$ cat config.mk
export PLATFORM = sky130hd
export DESIGN_NAME = quad_decoder
export DESIGN_NICKNAME = d
export VERILOG_FILES = /design/src/rtl/quad_decoder.sv
export SDC_FILE = /design/constraint.sdc
export NUM_CORES = 1
export LEC_CHECK = 0
export BUFFER_PORTS_ARGS = -buffer_cell sky130_fd_sc_hd__buf_2
export CELL_PAD_IN_SITES_DETAIL_PLACEMENT = 2
export CELL_PAD_IN_SITES_GLOBAL_PLACEMENT = 2
export CORE_UTILIZATION = 44
export DETAILED_ROUTE_END_ITERATION = 10
export MAX_ROUTING_LAYER = met4
export PLACE_DENSITY_LB_ADDON = 0.2
export SYNTH_ARGS = -nofsm -noshare
export SYNTH_HDL_FRONTEND = slang
export SYNTH_SLANG_ARGS = --single-unit
$ cat constraint.sdc
create_clock -name clk -period 5.4 [get_ports clk]
set_clock_uncertainty 0.05 [all_clocks]
set_input_delay 1.62 -clock clk [delete_from_list [all_inputs] [get_ports clk]]
set_output_delay 1.62 -clock clk [all_outputs]
set_load 0.005 [all_outputs]
$ cat src/rtl/quad_decoder.sv
`default_nettype none
`timescale 1ns/1ps
// ============================================================================
//  Module      : quad_decoder
//  Description : Rotary-encoder A/B quadrature decoder. Produces synchronised,
//                debounced, one-cycle cw/ccw detent pulses and an err pulse
//                on illegal two-bit jumps.
//  Revision    : 1.0 - initial release
// ============================================================================
module quad_decoder #(
  parameter int DEBOUNCE_CYCLES = 50000
) (
  input  logic clk,
  input  logic reset,
  input  logic enc_a,
  input  logic enc_b,
  output logic cw,
  output logic ccw,
  output logic err
);

  localparam int                  c_CNT_W     = $clog2(DEBOUNCE_CYCLES + 1);
  localparam logic [c_CNT_W-1:0]  c_DB_LAST   = c_CNT_W'(DEBOUNCE_CYCLES - 1);
  localparam logic [c_CNT_W-1:0]  c_INIT_DONE = c_CNT_W'(DEBOUNCE_CYCLES);
  localparam logic [c_CNT_W-1:0]  c_CNT_ONE   = c_CNT_W'(1);
  localparam logic signed [2:0]   c_ACC_MAX   = 3'sd3;
  localparam logic signed [2:0]   c_ACC_MIN   = -3'sd3;

  typedef enum logic [0:0] {
    ST_INIT = 1'b0,
    ST_RUN  = 1'b1
  } state_t;

  state_t              r_state;
  logic                r_a_meta, r_b_meta;
  logic                r_a_s, r_b_s;
  logic [1:0]          r_ab_last;
  logic [c_CNT_W-1:0]  r_init_cnt;
  logic [c_CNT_W-1:0]  r_cnt_a, r_cnt_b;
  logic [1:0]          r_f;       // {a_f, b_f}
  logic [1:0]          r_f_prev;
  logic signed [2:0]   r_acc;
  logic                r_cw, r_ccw, r_err;

  logic [1:0]          w_ab_s;
  logic                w_fwd, w_rev, w_ill;

  assign w_ab_s = {r_a_s, r_b_s};

  always_ff @(posedge clk or posedge reset) begin
    if (reset) begin
      r_a_meta <= 1'b0;
      r_b_meta <= 1'b0;
      r_a_s    <= 1'b0;
      r_b_s    <= 1'b0;
    end else begin
      r_a_meta <= enc_a;
      r_b_meta <= enc_b;
      r_a_s    <= r_a_meta;
      r_b_s    <= r_b_meta;
    end
  end

  // Gray-code step classification of the filtered state against last cycle.
  always_comb begin
    w_fwd = 1'b0;
    w_rev = 1'b0;
    case ({r_f_prev, r_f})
      4'b00_10, 4'b10_11, 4'b11_01, 4'b01_00: w_fwd = 1'b1;
      4'b10_00, 4'b11_10, 4'b01_11, 4'b00_01: w_rev = 1'b1;
      default: ;
    endcase
  end

  assign w_ill = ((r_f_prev ^ r_f) == 2'b11);

  always_ff @(posedge clk or posedge reset) begin
    if (reset) begin
      r_state    <= ST_INIT;
      r_ab_last  <= 2'b00;
      r_init_cnt <= '0;
      r_cnt_a    <= '0;
      r_cnt_b    <= '0;
      r_f        <= 2'b00;
      r_f_prev   <= 2'b00;
      r_acc      <= 3'sd0;
      r_cw       <= 1'b0;
      r_ccw      <= 1'b0;
      r_err      <= 1'b0;
    end else begin
      r_cw  <= 1'b0;
      r_ccw <= 1'b0;
      r_err <= 1'b0;
      case (r_state)
        ST_INIT: begin
          r_ab_last <= w_ab_s;
          if (w_ab_s != r_ab_last) begin
            r_init_cnt <= '0;
          end else if (r_init_cnt == c_INIT_DONE) begin
            // Seed both filtered copies so entering RUN decodes no step.
            r_state    <= ST_RUN;
            r_f        <= w_ab_s;
            r_f_prev   <= w_ab_s;
            r_acc      <= 3'sd0;
            r_init_cnt <= '0;
          end else begin
            r_init_cnt <= r_init_cnt + c_CNT_ONE;
          end
        end

        ST_RUN: begin
          r_f_prev <= r_f;
          if (w_ill) begin
            r_err <= 1'b1;
            r_acc <= 3'sd0;
          end else if (w_fwd) begin
            if (r_acc == c_ACC_MAX) begin
              r_cw  <= 1'b1;
              r_acc <= 3'sd0;
            end else begin
              r_acc <= r_acc + 3'sd1;
            end
          end else if (w_rev) begin
            if (r_acc == c_ACC_MIN) begin
              r_ccw <= 1'b1;
              r_acc <= 3'sd0;
            end else begin
              r_acc <= r_acc - 3'sd1;
            end
          end

          if (r_a_s == r_f[1]) begin
            r_cnt_a <= '0;
          end else if (r_cnt_a == c_DB_LAST) begin
            r_f[1]  <= r_a_s;
            r_cnt_a <= '0;
          end else begin
            r_cnt_a <= r_cnt_a + c_CNT_ONE;
          end

          if (r_b_s == r_f[0]) begin
            r_cnt_b <= '0;
          end else if (r_cnt_b == c_DB_LAST) begin
            r_f[0]  <= r_b_s;
            r_cnt_b <= '0;
          end else begin
            r_cnt_b <= r_cnt_b + c_CNT_ONE;
          end
        end

        default: r_state <= ST_INIT;
      endcase
    end
  end

  assign cw  = r_cw;
  assign ccw = r_ccw;
  assign err = r_err;

endmodule
`default_nettype wire
==> flow_metrics.py, run 1 <==
metrics = {
    "timing": {
        "maxSlewViolCount": 0,
        "fin_ws_ns": 2.53,
        "rsz0062_at_grt": "no",
        "finalCritPeriodShare": 0.532,
        "finalSetupTns_ns": 0,
        "slew_headroom": 0.315,
        "period_needed_ns": 2.87,
        "hold_viol_final": 0,
        "final-setup-viol-count": 0,
        "max_freq_mhz": 348,
        "tightestPinTransition_ns": 1.02,
        "hold_ws_ns": 0.305,
    },
    "min_path": {
        "min_from": "r_a_meta",
        "min_path_type": "register to register",
    },
    "final_layout": {
        "fin_cells": 485,
        "diodes": 0,
        "syn2layout_area_growth_pct": 8.48,
        "fin_nets": 389,
        "drive_gt1_frac": 0.112,
    },
    "setup_path": {
        "critical_path.startpoint": "r_state",
        "r2r-start": "r_state",
        "path_max_fanout": 32,
        "endpoint_kind": "register",
        "crit_arrival_ns": 3.08,
        "worstPathRequired_ns": 5.60,
        "start_kind": "register",
        "worst-setup-path-type": "register to register",
    },
    "grt": {
        "grt.total_usage": 0.297,
        "grt_overflow_total": 0,
        "grt_pass1_vias": 3379,
        "grt_antenna_before_repair": 0,
        "grt_pass1_wl_mm": 18.4,
        "grt_max_degree": 43,
    },
    "logic_synthesis": {
        "synth_top_area_cell": "dfrtp_1",
        "synthesis.area_sq_um": 3530,
        "avgSynthCellArea_sq_um": 9.48,
        "post-synth-top-count-cell": "dfrtp_1",
        "synth_cells": 372,
        "synth_cell_types": 53,
        "synthFlopType": "dfrtp_1",
        "ys_seq_area_frac": 0.461,
        "syn_nets": 383,
        "synth_top_family_by_area": "simple AND/OR/NAND/NOR gates",
        "synthSimpleGateAreaFrac": 0.244,
        "yosys.area_share.xor_xnor": 0.0397,
        "synth_area_leaders": "dfrtp_1, nand2_1, a31oi_1",
        "synth_fa_ha_area_frac": 0.0248,
        "ys_top_cells_by_count": "dfrtp_1, nand2_1, nand3_1",
        "synth_compound_area_frac": 0.176,
        "yosysWarnings": 0,
        "yosys.area.top_type_share": 0.461,
        "synth_mux_area_frac": 0.0199,
        "synth-edff-count": 0,
        "yosys_register_bits": 65,
        "synth-async-reset-ratio": 1.00,
    },
    "route": {
        "drt_iter0_drc": 104,
        "drt-total-wl_mm": 11.0,
        "vias": 3004,
        "postRouteAntennaNets": 0,
        "routedWlPerCell_microns": 22.7,
        "drtPass1Iterations": 4,
        "drcViolationCount": 0,
        "via_per_inst": 6.19,
    },
    "cts": {
        "clk_pin_slew_worst_paths_ns": 0.08,
        "cts_buffers": 9,
        "tritoncts": "yes",
        "cts-root-buf": "clkbuf_8",
        "postCtsSetupRepairBufs": 0,
        "htreeDepth": 3,
        "cts_max_path_buffers": 2,
        "post_cts_resize_count": 0,
        "cts_num_sinks": 65,
        "holdBufCountCts": 0,
        "clock_latency_ns": 0.36,
    },
    "outcome": {
        "run_status": "completed",
    },
    "floorplan": {
        "core-area_sq_um": 7730,
        "die_w_microns": 91.5,
        "start_util": 0.456,
        "dieArea_sq_um": 8380,
        "ios": 7,
        "die_h_microns": 91.5,
        "row_count": 32,
    },
    "run": {
        "max_cap_violations": 0,
    },
    "placement": {
        "hpwl_mm": 6.63,
        "place.gp.congestion": 0.810,
        "dp_slack_ns": 2.56,
        "port-buffer-count": 6,
        "dp_cells": 469,
    },
    "power_and_ir_drop": {
        "vdd_drop_max_v": 0.000124,
        "p_leak_nw": 1.62,
        "power_uw": 949,
        "p_per_area_nw_per_um2": 248,
    },
}
[path summary, 6_finish.rpt]
kind                                  to  slack [ns]  depth (start not counted)
hold / removal                     r_a_s        0.31                          0
max in group asynchronous  r_init_cnt[0]        3.02                          3
setup / recovery                  r_f[0]        2.53                          5
hold reg to reg                    r_a_s        0.31                          0
min in group asynchronous     r_cnt_a[6]        1.41                          2
setup reg to reg                  r_f[0]        2.53                          5
[area by class of cell]
class / instances / area, sq um
inverters: 15 / 56.3
clock inverters: 3 / 25.0
well taps: 102 / 128
flip-flops and latches: 65 / 1630
fillers: 819 / 3900
repair buffers: 9 / 52.6
multi-input cells: 278 / 1780
clock buffers: 13 / 159
[flip-flops by register name, indices dropped and copies added (netlist names)]
signal,cells
r_b_meta,1
cw,1
r_state,1
ccw,1
r_f,2
r_f_prev,2
r_a_s,1
r_ab_last,2
r_init_cnt,16
r_b_s,1
r_a_meta,1
r_cnt_b,16
r_cnt_a,16
r_acc,3
err,1
[power breakdown]
part	internal (mW)	total, mW	switching [mW]	leakage, nW
Clock	0.194	0.408	0.214	0.0898
Combinational	0.0122	0.0407	0.0285	0.635
Sequential	0.492	0.501	0.00893	0.893
Total	0.698	0.949	0.251	1.62
[worst max-delay path, stage by stage (launching register included)]
cell and delay (ns):
dfrtp_1 0.81, buf_4 0.48, clkinv_1 0.60, nor3_1 0.41, nor2_2 0.07, mux2_4 0.32
[placed cells by master, fill, tap and decap left out, types with 11 or more instances in the layout]
cell type,count
dfrtp_1,65
a31oi_1,24
nand3_1,27
nor3_1,11
nand2_1,43
inv_1,13
a21oi_1,20
nor2_1,17
o21ai_0,22
clkbuf_8,11
[routing by layer]
metal	vias up	part of all wire	global-route usage
li1	1379	-	-
met1	1554	0.44	0.357
met2	48	0.51	0.491
met3	23	0.023	0.0394
met4	0	0.024	0.144
met5	-	0	-
[metrics by stage]
stage,util,instance area (sq um)
global route,0.495,3820
detailed placement,0.471,3640
floorplan,-,3530
finish,0.495,3820
global placement,0.471,3640
CTS,0.495,3820
[logic make-up after synthesis]
family	after synthesis
xor+xnor	16
simple gates	153
compound gates	96
fa+ha+maj	7
mux	6
flops	65
buf+inv	29
No activity file was read; power rests on OpenSTA's default activity.
==> run 2: changes to the inputs <==
- CORE_UTILIZATION: 44 -> 40
- clock period: 5.4 -> 2.9 ns (I/O delays scaled with it)
==> flow_metrics.py, run 2 (synthesis gave the netlist of run 1 again) <==
metrics = {
    "setup_path": {
        "endpoint_kind": "register",
        "r2r-start": "r_init_cnt[1]",
        "critical_path.startpoint": "r_init_cnt[1]",
        "crit_arrival_ns": 2.59,
        "path_max_fanout": 11,
        "worstPathRequired_ns": 3.09,
        "start_kind": "register",
        "worst-setup-path-type": "register to register",
    },
    "floorplan": {
        "die_h_microns": 95.9,
        "dieArea_sq_um": 9190,
        "die_w_microns": 95.9,
        "ios": 7,
        "row_count": 33,
        "start_util": 0.421,
        "core-area_sq_um": 8380,
    },
    "final_layout": {
        "diodes": 0,
        "multi_input_area_sq_um": 1780,
        "reg_top3": "r_cnt_a: 16 flops, r_cnt_b: 16 flops, r_init_cnt: 16 flops",
        "final_design_area_no_fill_sq_um": 3890,
        "syn2layout_area_growth_pct": 10.4,
        "final_core_util": 0.464,
        "fin_nets": 393,
        "nFillCells": 919,
        "register_area_sq_um": 1630,
        "final_common_cell": "dfrtp_1",
        "layout_common_cells": "dfrtp_1, nand2_1, nand3_1",
        "drive_gt1_frac": 0.127,
    },
    "route": {
        "postRouteAntennaNets": 0,
        "drt_iter0_drc": 92,
        "drt-total-wl_mm": 9.78,
        "routedWlPerCell_microns": 19.9,
        "vias": 2935,
        "via_per_inst": 5.97,
        "drtPass1Iterations": 4,
        "drcViolationCount": 0,
    },
    "cts": {
        "clock_latency_ns": 0.35,
        "cts_max_path_buffers": 2,
        "clk_pin_slew_worst_paths_ns": 0.08,
        "tritoncts": "yes",
        "htreeDepth": 3,
        "cts_buffers": 9,
        "cts_num_sinks": 65,
        "postCtsSetupRepairBufs": 0,
        "cts-root-buf": "clkbuf_8",
        "holdBufCountCts": 0,
        "post_cts_resize_count": 0,
    },
    "grt": {
        "grt_antenna_before_repair": 0,
        "grt_max_degree": 66,
        "grtUsageMet1": 0.298,
        "globalRouteMet2Util": 0.418,
        "grt_overflow_total": 0,
        "grt.total_usage": 0.246,
        "grt_pass1_wl_mm": 16.6,
        "top_usage_layer": "met2",
        "grt_pass1_vias": 3299,
        "met3_usage": 0.0427,
    },
    "timing": {
        "max_freq_mhz": 416,
        "final-setup-viol-count": 0,
        "hold_viol_final": 0,
        "finalCritPeriodShare": 0.828,
        "tightestPinTransition_ns": 0.826,
        "period_needed_ns": 2.40,
        "maxSlewViolCount": 0,
        "hold_ws_ns": 0.309,
        "slew_headroom": 0.444,
        "rsz0062_at_grt": "no",
        "finalSetupTns_ns": 0,
    },
    "placement": {
        "place.gp.congestion": 0.753,
        "hpwl_mm": 6.57,
        "place_area_sq_um": 3690,
        "port-buffer-count": 6,
    },
    "power_and_ir_drop": {
        "power_mw": 1.82,
        "p_leak_nw": 1.65,
        "p_per_area_nw_per_um2": 467,
        "vdd_drop_max_v": 0.000197,
    },
    "min_path": {
        "min_path_type": "register to register",
        "min_from": "r_b_meta",
    },
    "run": {
        "max_cap_violations": 0,
    },
    "outcome": {
        "run_status": "completed",
    },
}
[run 2: changes by cell type in the layout (fill, tap and decap cells not counted)]
| cell | delta |
|---|---|
| clkbuf_1 | -2 |
| buf_4 | +3 |
| clkinv_2 | +1 |
| buf_12 | +1 |
| clkbuf_8 | -1 |
| bufinv_16 | +1 |
| clkinvlp_4 | +1 |
[run 2: area by class of cell]
type	count	area share
clock buffer	10	0.0354
clock inverter	6	0.0174
inverter	15	0.0145
multi-input combinational	278	0.457
sequential	65	0.418
tap	105	0.0338
timing repair buffer	13	0.0244
[run 2: metal layers]
layer  up-vias  wire length, microns
met3        10                   198
met1      1519                  4470
met2        25                  4970
li1       1381                     -
met5         -                     0
met4         0                   134
[run 2: report_power, final]
| group | switching (mW) | internal, mW |
|---|---|---|
| Combinational | 0.0508 | 0.0245 |
| Sequential | 0.0152 | 0.916 |
| Clock | 0.388 | 0.422 |
[run 2: final timing paths]
| check | slack [ns] | end | depth (start not counted) |
|---|---|---|---|
| setup / recovery | 0.50 | r_init_cnt[13] | 7 |
| hold / removal | 0.31 | r_b_s | 0 |
| setup reg to reg | 0.50 | r_init_cnt[13] | 7 |
| hold reg to reg | 0.31 | r_b_s | 0 |
| max in group asynchronous | 1.98 | r_cnt_a[15] | 3 |
| min in group asynchronous | 0.53 | cw | 3 |
[run 2: worst max-delay path, stage by stage (launching register included)]
cell	delay, ns
dfrtp_1	0.44
inv_1	0.12
ha_1	0.15
or4b_4	0.47
nor4_4	0.30
or3_1	0.38
o21ai_0	0.15
a22o_1	0.24
[run 2: through the flow]
step | cells | setup WS (ns)
finish | 492 | 0.498
global route | 492 | 0.367
CTS | 492 | 0.480
detailed placement | 476 | 0.512
global placement | 476 | 0.601
floorplan | 372 | 0.354
